## src/rtl/vga_timing_pkg.sv

```systemverilog
// Shared VGA timing constants and the receiver lock-state encoding.
// Shared with the sync generator so that both ends agree on the frame geometry.
package vga_timing_pkg;

    localparam int unsigned VGA_H_ACTIVE   = 640;
    localparam int unsigned VGA_H_FP       = 16;
    localparam int unsigned VGA_H_PULSE    = 96;
    localparam int unsigned VGA_H_BP       = 48;
    localparam int unsigned VGA_V_ACTIVE   = 480;
    localparam int unsigned VGA_V_FP       = 10;
    localparam int unsigned VGA_V_PULSE    = 2;
    localparam int unsigned VGA_V_BP       = 33;
    localparam int unsigned VGA_LOCK_LINES = 8;

    localparam int unsigned VGA_BLACK_H = VGA_H_FP + VGA_H_PULSE + VGA_H_BP;
    localparam int unsigned VGA_H_TOTAL = VGA_BLACK_H + VGA_H_ACTIVE;
    localparam int unsigned VGA_BLACK_V = VGA_V_FP + VGA_V_PULSE + VGA_V_BP;
    localparam int unsigned VGA_V_TOTAL = VGA_BLACK_V + VGA_V_ACTIVE;

    localparam int unsigned CNT_W = 10;
    localparam int unsigned LEN_W = 11;

    typedef enum logic [1:0] {
        SEARCH = 2'd0,
        HLOCK  = 2'd1,
        LOCKED = 2'd2
    } lock_state_e;

endpackage

```

## src/rtl/vga_sync_edge.sv

```systemverilog
// Two-flop sampler for an active-low sync input plus leading (falling) edge detect.
// Samplers reset to the idle-high level so reset release never reports an edge.
module vga_sync_edge (
    input  logic clk,
    input  logic rst,
    input  logic sync_in,
    output logic fall_c
);

    logic s1_q, s1_d, s2_q, s2_d;

    always_comb begin
        s1_d = sync_in;
        s2_d = s1_q;
    end

    always_ff @(posedge clk) begin
        if (rst) begin
            s1_q <= 1'b1;
            s2_q <= 1'b1;
        end else begin
            s1_q <= s1_d;
            s2_q <= s2_d;
        end
    end

    assign fall_c = !s1_q && s2_q;

endmodule

```

## src/rtl/vga_sync_recovery.sv

```systemverilog
// VGA sync receiver: recovers pixel coordinates and activevideo from hsync/vsync and tracks lock.
// Build option VGA_RX_FLYWHEEL_EN lets LOCKED ride through up to 3 consecutive bad lines.
module vga_sync_recovery
    import vga_timing_pkg::*;
#(
    parameter int unsigned H_ACTIVE   = VGA_H_ACTIVE,
    parameter int unsigned H_FP       = VGA_H_FP,
    parameter int unsigned H_PULSE    = VGA_H_PULSE,
    parameter int unsigned H_BP       = VGA_H_BP,
    parameter int unsigned V_ACTIVE   = VGA_V_ACTIVE,
    parameter int unsigned V_FP       = VGA_V_FP,
    parameter int unsigned V_PULSE    = VGA_V_PULSE,
    parameter int unsigned V_BP       = VGA_V_BP,
    parameter int unsigned LOCK_LINES = VGA_LOCK_LINES
) (
    input  logic             clk,
    input  logic             rst,
    input  logic             hsync_in,
    input  logic             vsync_in,
    output logic [CNT_W-1:0] x_px,
    output logic [CNT_W-1:0] y_px,
    output logic             activevideo,
    output logic             locked,
    output logic             frame_start,
    output logic             sync_err
);

    localparam int unsigned BLACK_H = H_FP + H_PULSE + H_BP;
    localparam int unsigned H_TOTAL = BLACK_H + H_ACTIVE;
    localparam int unsigned BLACK_V = V_FP + V_PULSE + V_BP;
    localparam int unsigned V_TOTAL = BLACK_V + V_ACTIVE;
    localparam int unsigned GOOD_W  = $clog2(LOCK_LINES + 1);

    logic hs_fall_c, vs_fall_c;

    vga_sync_edge u_hs_edge (.clk(clk), .rst(rst), .sync_in(hsync_in), .fall_c(hs_fall_c));
    vga_sync_edge u_vs_edge (.clk(clk), .rst(rst), .sync_in(vsync_in), .fall_c(vs_fall_c));

    logic [CNT_W-1:0]  hc_q, hc_d, vc_q, vc_d, line_q, line_d, x_q, x_d, y_q, y_d;
    logic [LEN_W-1:0]  len_q, len_d;
    logic [GOOD_W-1:0] good_q, good_d;
    lock_state_e       state_q, state_d;
    logic armed_q, armed_d, locked_q, locked_d, fs_q, fs_d, err_q, err_d;
    logic good_line_c, bad_line_c, good_frame_c, bad_frame_c, hs_align_c, active_c;
    logic [CNT_W-1:0]  line_inc_c;
`ifdef VGA_RX_FLYWHEEL_EN
    logic [1:0] miss_q, miss_d;
`endif

    always_comb begin
        hc_d    = hc_q;
        vc_d    = vc_q;
        len_d   = len_q;
        line_d  = line_q;
        good_d  = good_q;
        state_d = state_q;
        armed_d = armed_q;
        err_d   = 1'b0;
`ifdef VGA_RX_FLYWHEEL_EN
        miss_d  = miss_q;
`endif

        // Line and frame quality; a missing edge is reported once, when len_q first hits H_TOTAL
        good_line_c  = hs_fall_c && (len_q == LEN_W'(H_TOTAL - 1));
        bad_line_c   = hs_fall_c ? (len_q != LEN_W'(H_TOTAL - 1)) : (len_q == LEN_W'(H_TOTAL));
        line_inc_c   = (hs_fall_c && (line_q != '1)) ? line_q + CNT_W'(1) : line_q;
        good_frame_c = vs_fall_c && armed_q && (line_inc_c == CNT_W'(V_TOTAL));
        bad_frame_c  = vs_fall_c && armed_q && (line_inc_c != CNT_W'(V_TOTAL));
        active_c     = (state_q == LOCKED) && (hc_q >= CNT_W'(BLACK_H)) && (vc_q >= CNT_W'(BLACK_V));

        if (hs_fall_c) begin
            len_d = '0;
        end else if (len_q != '1) begin
            len_d = len_q + LEN_W'(1);
        end
        line_d = vs_fall_c ? '0 : line_inc_c;

        case (state_q)
            SEARCH: begin
                if (good_q == GOOD_W'(LOCK_LINES)) begin
                    state_d = HLOCK;
                    good_d  = '0;
                end else if (bad_line_c) begin
                    good_d = '0;
                end else if (good_line_c) begin
                    good_d = good_q + GOOD_W'(1);
                end
            end
            HLOCK: begin
                if (bad_line_c || bad_frame_c) begin
                    state_d = SEARCH;
                end else if (good_frame_c) begin
                    state_d = LOCKED;
                end
            end
            LOCKED: begin
                err_d = bad_line_c || bad_frame_c;
`ifdef VGA_RX_FLYWHEEL_EN
                if (bad_frame_c || (bad_line_c && (miss_q == 2'd3))) begin
                    state_d = SEARCH;
                    miss_d  = '0;
                end else if (bad_line_c) begin
                    miss_d = miss_q + 2'd1;
                end else if (good_line_c) begin
                    miss_d = '0;
                end
`else
                if (bad_line_c || bad_frame_c) begin
                    state_d = SEARCH;
                end
`endif
            end
            default: state_d = SEARCH;
        endcase

        // The first vsync after entering SEARCH or HLOCK only arms frame checking
        if ((state_d != state_q) && (state_d != LOCKED)) begin
            armed_d = 1'b0;
        end else if (vs_fall_c) begin
            armed_d = 1'b1;
        end

`ifdef VGA_RX_FLYWHEEL_EN
        hs_align_c = hs_fall_c && !((state_q == LOCKED) && bad_line_c);
`else
        hs_align_c = hs_fall_c;
`endif

        // Edge seen one cycle after the source's, so realign two past the front porch
        if (hs_align_c) begin
            hc_d = CNT_W'(H_FP + 2);
        end else if (hc_q == CNT_W'(H_TOTAL - 1)) begin
            hc_d = '0;
            vc_d = (vc_q == CNT_W'(V_TOTAL - 1)) ? '0 : vc_q + CNT_W'(1);
        end else begin
            hc_d = hc_q + CNT_W'(1);
        end
        if (vs_fall_c) begin
            vc_d = CNT_W'(V_FP);
        end

        x_d      = active_c ? hc_q - CNT_W'(BLACK_H) : '0;
        y_d      = active_c ? vc_q - CNT_W'(BLACK_V) : '0;
        locked_d = (state_d == LOCKED);
        fs_d     = locked_d && (hc_d == '0) && (vc_d == '0);
    end

    always_ff @(posedge clk) begin
        if (rst) begin
            hc_q     <= '0;
            vc_q     <= '0;
            len_q    <= '0;
            line_q   <= '0;
            good_q   <= '0;
            state_q  <= SEARCH;
            armed_q  <= 1'b0;
            x_q      <= '0;
            y_q      <= '0;
            locked_q <= 1'b0;
            fs_q     <= 1'b0;
            err_q    <= 1'b0;
`ifdef VGA_RX_FLYWHEEL_EN
            miss_q   <= '0;
`endif
        end else begin
            hc_q     <= hc_d;
            vc_q     <= vc_d;
            len_q    <= len_d;
            line_q   <= line_d;
            good_q   <= good_d;
            state_q  <= state_d;
            armed_q  <= armed_d;
            x_q      <= x_d;
            y_q      <= y_d;
            locked_q <= locked_d;
            fs_q     <= fs_d;
            err_q    <= err_d;
`ifdef VGA_RX_FLYWHEEL_EN
            miss_q   <= miss_d;
`endif
        end
    end

    assign x_px        = x_q;
    assign y_px        = y_q;
    assign activevideo = active_c;
    assign locked      = locked_q;
    assign frame_start = fs_q;
    assign sync_err    = err_q;

endmodule
```

## config.mk

```make
export PLATFORM = sky130hd
export DESIGN_NAME = vga_sync_recovery
export DESIGN_NICKNAME = d
export VERILOG_FILES = /design/src/rtl/vga_timing_pkg.sv /design/src/rtl/vga_sync_edge.sv /design/src/rtl/vga_sync_recovery.sv
export SDC_FILE = /design/constraint.sdc
export NUM_CORES = 1
export LEC_CHECK = 0
export ABC_AREA = 1
export CORE_ASPECT_RATIO = 1.5
export CORE_MARGIN = 2
export CORE_UTILIZATION = 45
export CTS_BUF_LIST = sky130_fd_sc_hd__clkbuf_8
export DETAILED_ROUTE_END_ITERATION = 10
export PLACE_DENSITY = 0.69
export SLEW_MARGIN = 20
export SYNTH_ARGS = -nofsm -noshare
export SYNTH_HDL_FRONTEND = slang
export SYNTH_SLANG_ARGS = --single-unit
```

## constraint.sdc

```tcl
create_clock -name clk -period 3.64 [get_ports clk]
set_input_delay 0.546 -clock clk [delete_from_list [all_inputs] [get_ports clk]]
set_output_delay 0.546 -clock clk [all_outputs]
set_load 0.02 [all_outputs]
```

==> results.md <==
- Status: complete, no violations
- IO Pins: 28
- Synth async-reset ratio: 0
- Max layer used: met4
- CP max FO: 8
- CTS tree: built
- Worst min path class: flip-flop to flip-flop
- Worst slew pin tran: 0.717 ns
- Via count: 3503
- Commonest cells in the netlist: nand2_1 (117), nor2_1 (97), inv_1 (77), dfxtp_1 (75), nand3_1 (45)
- Diodes inserted: 0
- # H-tree levels: 3
- CP max-delay cell: clkdlybuf4s50_1
- Initial cell density of the core: 0.463
- Later-pin clock latency in the skew report: 0.36 ns
- Final WL: 8.33 mm
- CP max stage delay: 0.65 ns
- Final non-filler cell total: 700
- Peak supply drop: 0.178 mV
- Post-CTS Resized: 0
- CP cell instances: inv_1 -> ha_1 -> o21ai_1 -> nand2_1 -> nand2_1 -> nor2_1 -> a221oi_2 -> clkdlybuf4s50_1
- Clock Skew: 0.00453 ns
- Clock transition at path regs: 0.07 ns
- Global-route wire length before repair: 14.4 mm
- Required time of the critical path: 3.09 ns
- DRT met1 WL: 3.38 mm
- RSZ-0062 raised after global routing: no
- Sw frac: 0.244
- Hold WS: 0.427 ns
- Fill count: 843
- Routed length per instance: 11.9 um
- Clock sinks: 75
- Lkg Pwr: 0.00191 uW
- Gate power share: 0.066
- Finished Core Util: 0.527
- Sequential share of power: 0.527
- Final period utilization: 0.874
- Drt pass-1 iters: 4
- Slew Viols, Final: 0
- Min cycle time layout: 3.18 ns
- Top FF cell, synth: dfxtp_1
- Net Switching: 394 uW
- Die height: 118 um
- Worst EP arrival: 2.64 ns
- Cell area after synthesis: 3870 um^2
- Final Hold Fails: 0
- Yosys top cell area share: 0.388
- Layout cell share with drive strength beyond 1: 0.0691
- Netlist cell types: 35
- Cell accounting for the most synthesized area: dfxtp_1
- Top cell by count, worst path: nand2_1
- Net count after synthesis: 581
- DP Wirelength: 6.30 mm
- Number of synthesized flops with an enable pin: 0
- Initial antenna violation count: 0
- Die W: 79.7 um
- Synth Area per Inst: 6.86 um^2
- Synth area leaders: dfxtp_1 (39%), nand2_1 (11%), nor2_1 (9.4%)
- Area Growth Syn to Fin: 13.7%
- CORE AREA: 8360 um^2
- Mapped Cells: 564
- Crit path max-delay family: buffers and inverters
- Gpl congestion: 0.872
- Sequential share of the synthesized area: 0.388
- Hold Buf Count CTS: 0
- Max Clock Freq: 314 MHz
- Max-Cap Viols: 0
- PwrDens: 367 nW/um^2
- Number of synthesized register bits: 75
- CTS root buf: clkbuf_8
- Final Instance Area: 4400 um^2
- Vias in the first global route: 3399
- Met3 routed WL: 286 um
- Most frequent cell after synthesis: nand2_1
- Final TNS setup: 0 ns
- Clock tree buffer depth: 2
- Dpl cell area: 4200 um^2
- Cells after DPL: 684
- Vias/cell: 5.00
- Worst Setup Start Kind: flip-flop
- Postcts setup bufs: 0
- Gr usage total: 0.192
- Yosys warning count: 0
- Placement Rows: 41
- Pint: 1220 uW
- Worst Path Buf+Inv: 2
- Port Buffers: 27
- Die area: 9380 um^2
- Clock network fraction of design power: 0.407
- Routed Antenna Nets: 0
- Drt drc: 0
- CTS buffer count: 9
- Crit path kind: flip-flop to output pin
- Largest net degree at the start of global routing: 27
- Critical path endpoint category: output pin
- Setup violators final: 0
- Drt first-iter violations: 142
- NumNets Final: 605
- Rel. slew slack: 0.522
- DR WL met2: 4.41 mm
- Total gr overflow: 0
==> metrics by stage <==
stage | power (uW) | setup WS [ns]
5_1_grt | 1690 | 0.252
2_1_floorplan | 952 | 1.47
3_5_place_dp | 978 | 0.847
4_1_cts | 1640 | 0.439
3_3_place_gp | 975 | 0.906
6_report | 1620 | 0.458
==> cell type report <==
class	count	area, um^2	share of cell area
timing repair buffer	28	278	0.0631
tap	107	134	0.0304
inverter	79	297	0.0673
clock inverter	5	52.6	0.0119
multi-input combinational	395	1990	0.452
sequential	75	1500	0.341
clock buffer	11	151	0.0344
==> worst paths after layout <==
kind         cells past startpoint              to           start  slack, ns
min                              2  u_vs_edge.s2_q  u_vs_edge.s1_q       0.43
max reg2reg                      9         y_px[3]         vc_q[0]       1.21
min reg2reg                      2  u_vs_edge.s2_q  u_vs_edge.s1_q       0.43
max                              8     activevideo         vc_q[0]       0.46
==> tightest hold or removal path: cells and delay by family (launching register included) <==
kind,cells,cell delay [ns]
AND/OR/NAND/NOR,1,0.05
flip-flops,1,0.31
buffers and inverters,1,0.04
==> metal layers <==
| metal | GRT usage | vias up |
|---|---|---|
| met5 | 0 | - |
| met4 | 0.118 | 0 |
| met3 | 0.0368 | 17 |
| met2 | 0.343 | 71 |
| met1 | 0.201 | 1582 |
| li1 | - | 1833 |
==> cell usage in the layout (no fill, tap or decap), types with 2 or more instances in the layout <==
cell type        instances
nand2_1                117
clkdlybuf4s50_1         27
xnor2_1                  5
nor3_1                  21
o21ai_2                  3
nor2_2                   3
inv_2                    2
inv_1                   78
or2_2                    3
o21ai_0                 20
a21oi_1                 24
ha_1                    13
o21ai_1                  4
clkbuf_8                11
nand3_4                  2
nand4_1                 11
xor2_1                   7
nor2_4                   4
dfxtp_1                 75
a31oi_1                  2
nor2_1                  97
a211oi_1                 2
clkinv_2                 2
nand2_2                  3
nand3_1                 45
==> registers in the layout, summed over array words and instances (netlist names) <==
name / cells
len_q: 11
hc_q: 10
line_q: 10
vc_q: 10
x_px: 10
y_px: 10
good_q: 4
state_q: 2
armed_q: 1
frame_start: 1
locked: 1
sync_err: 1
u_hs_edge.s1_q: 1
u_hs_edge.s2_q: 1
u_vs_edge.s1_q: 1
u_vs_edge.s2_q: 1
==> logic make-up after synthesis <==
family          Yosys count  share of synthesized area
flops                    75                      0.388
buf+inv                  94                     0.0983
xor+xnor                 12                     0.0271
simple gates            310                      0.356
fa+ha+maj                13                     0.0420
compound gates           60                     0.0889
==> power groups by stage <==
stage	clock network [uW]	registers [uW]	logic [uW]
6_report	658	852	106
5_1_grt	711	854	124
4_1_cts	677	852	107
3_5_place_dp	0	871	107
3_3_place_gp	0	870	104
2_1_floorplan	0	865	86.2
No activity file was read; power rests on OpenSTA's default activity.
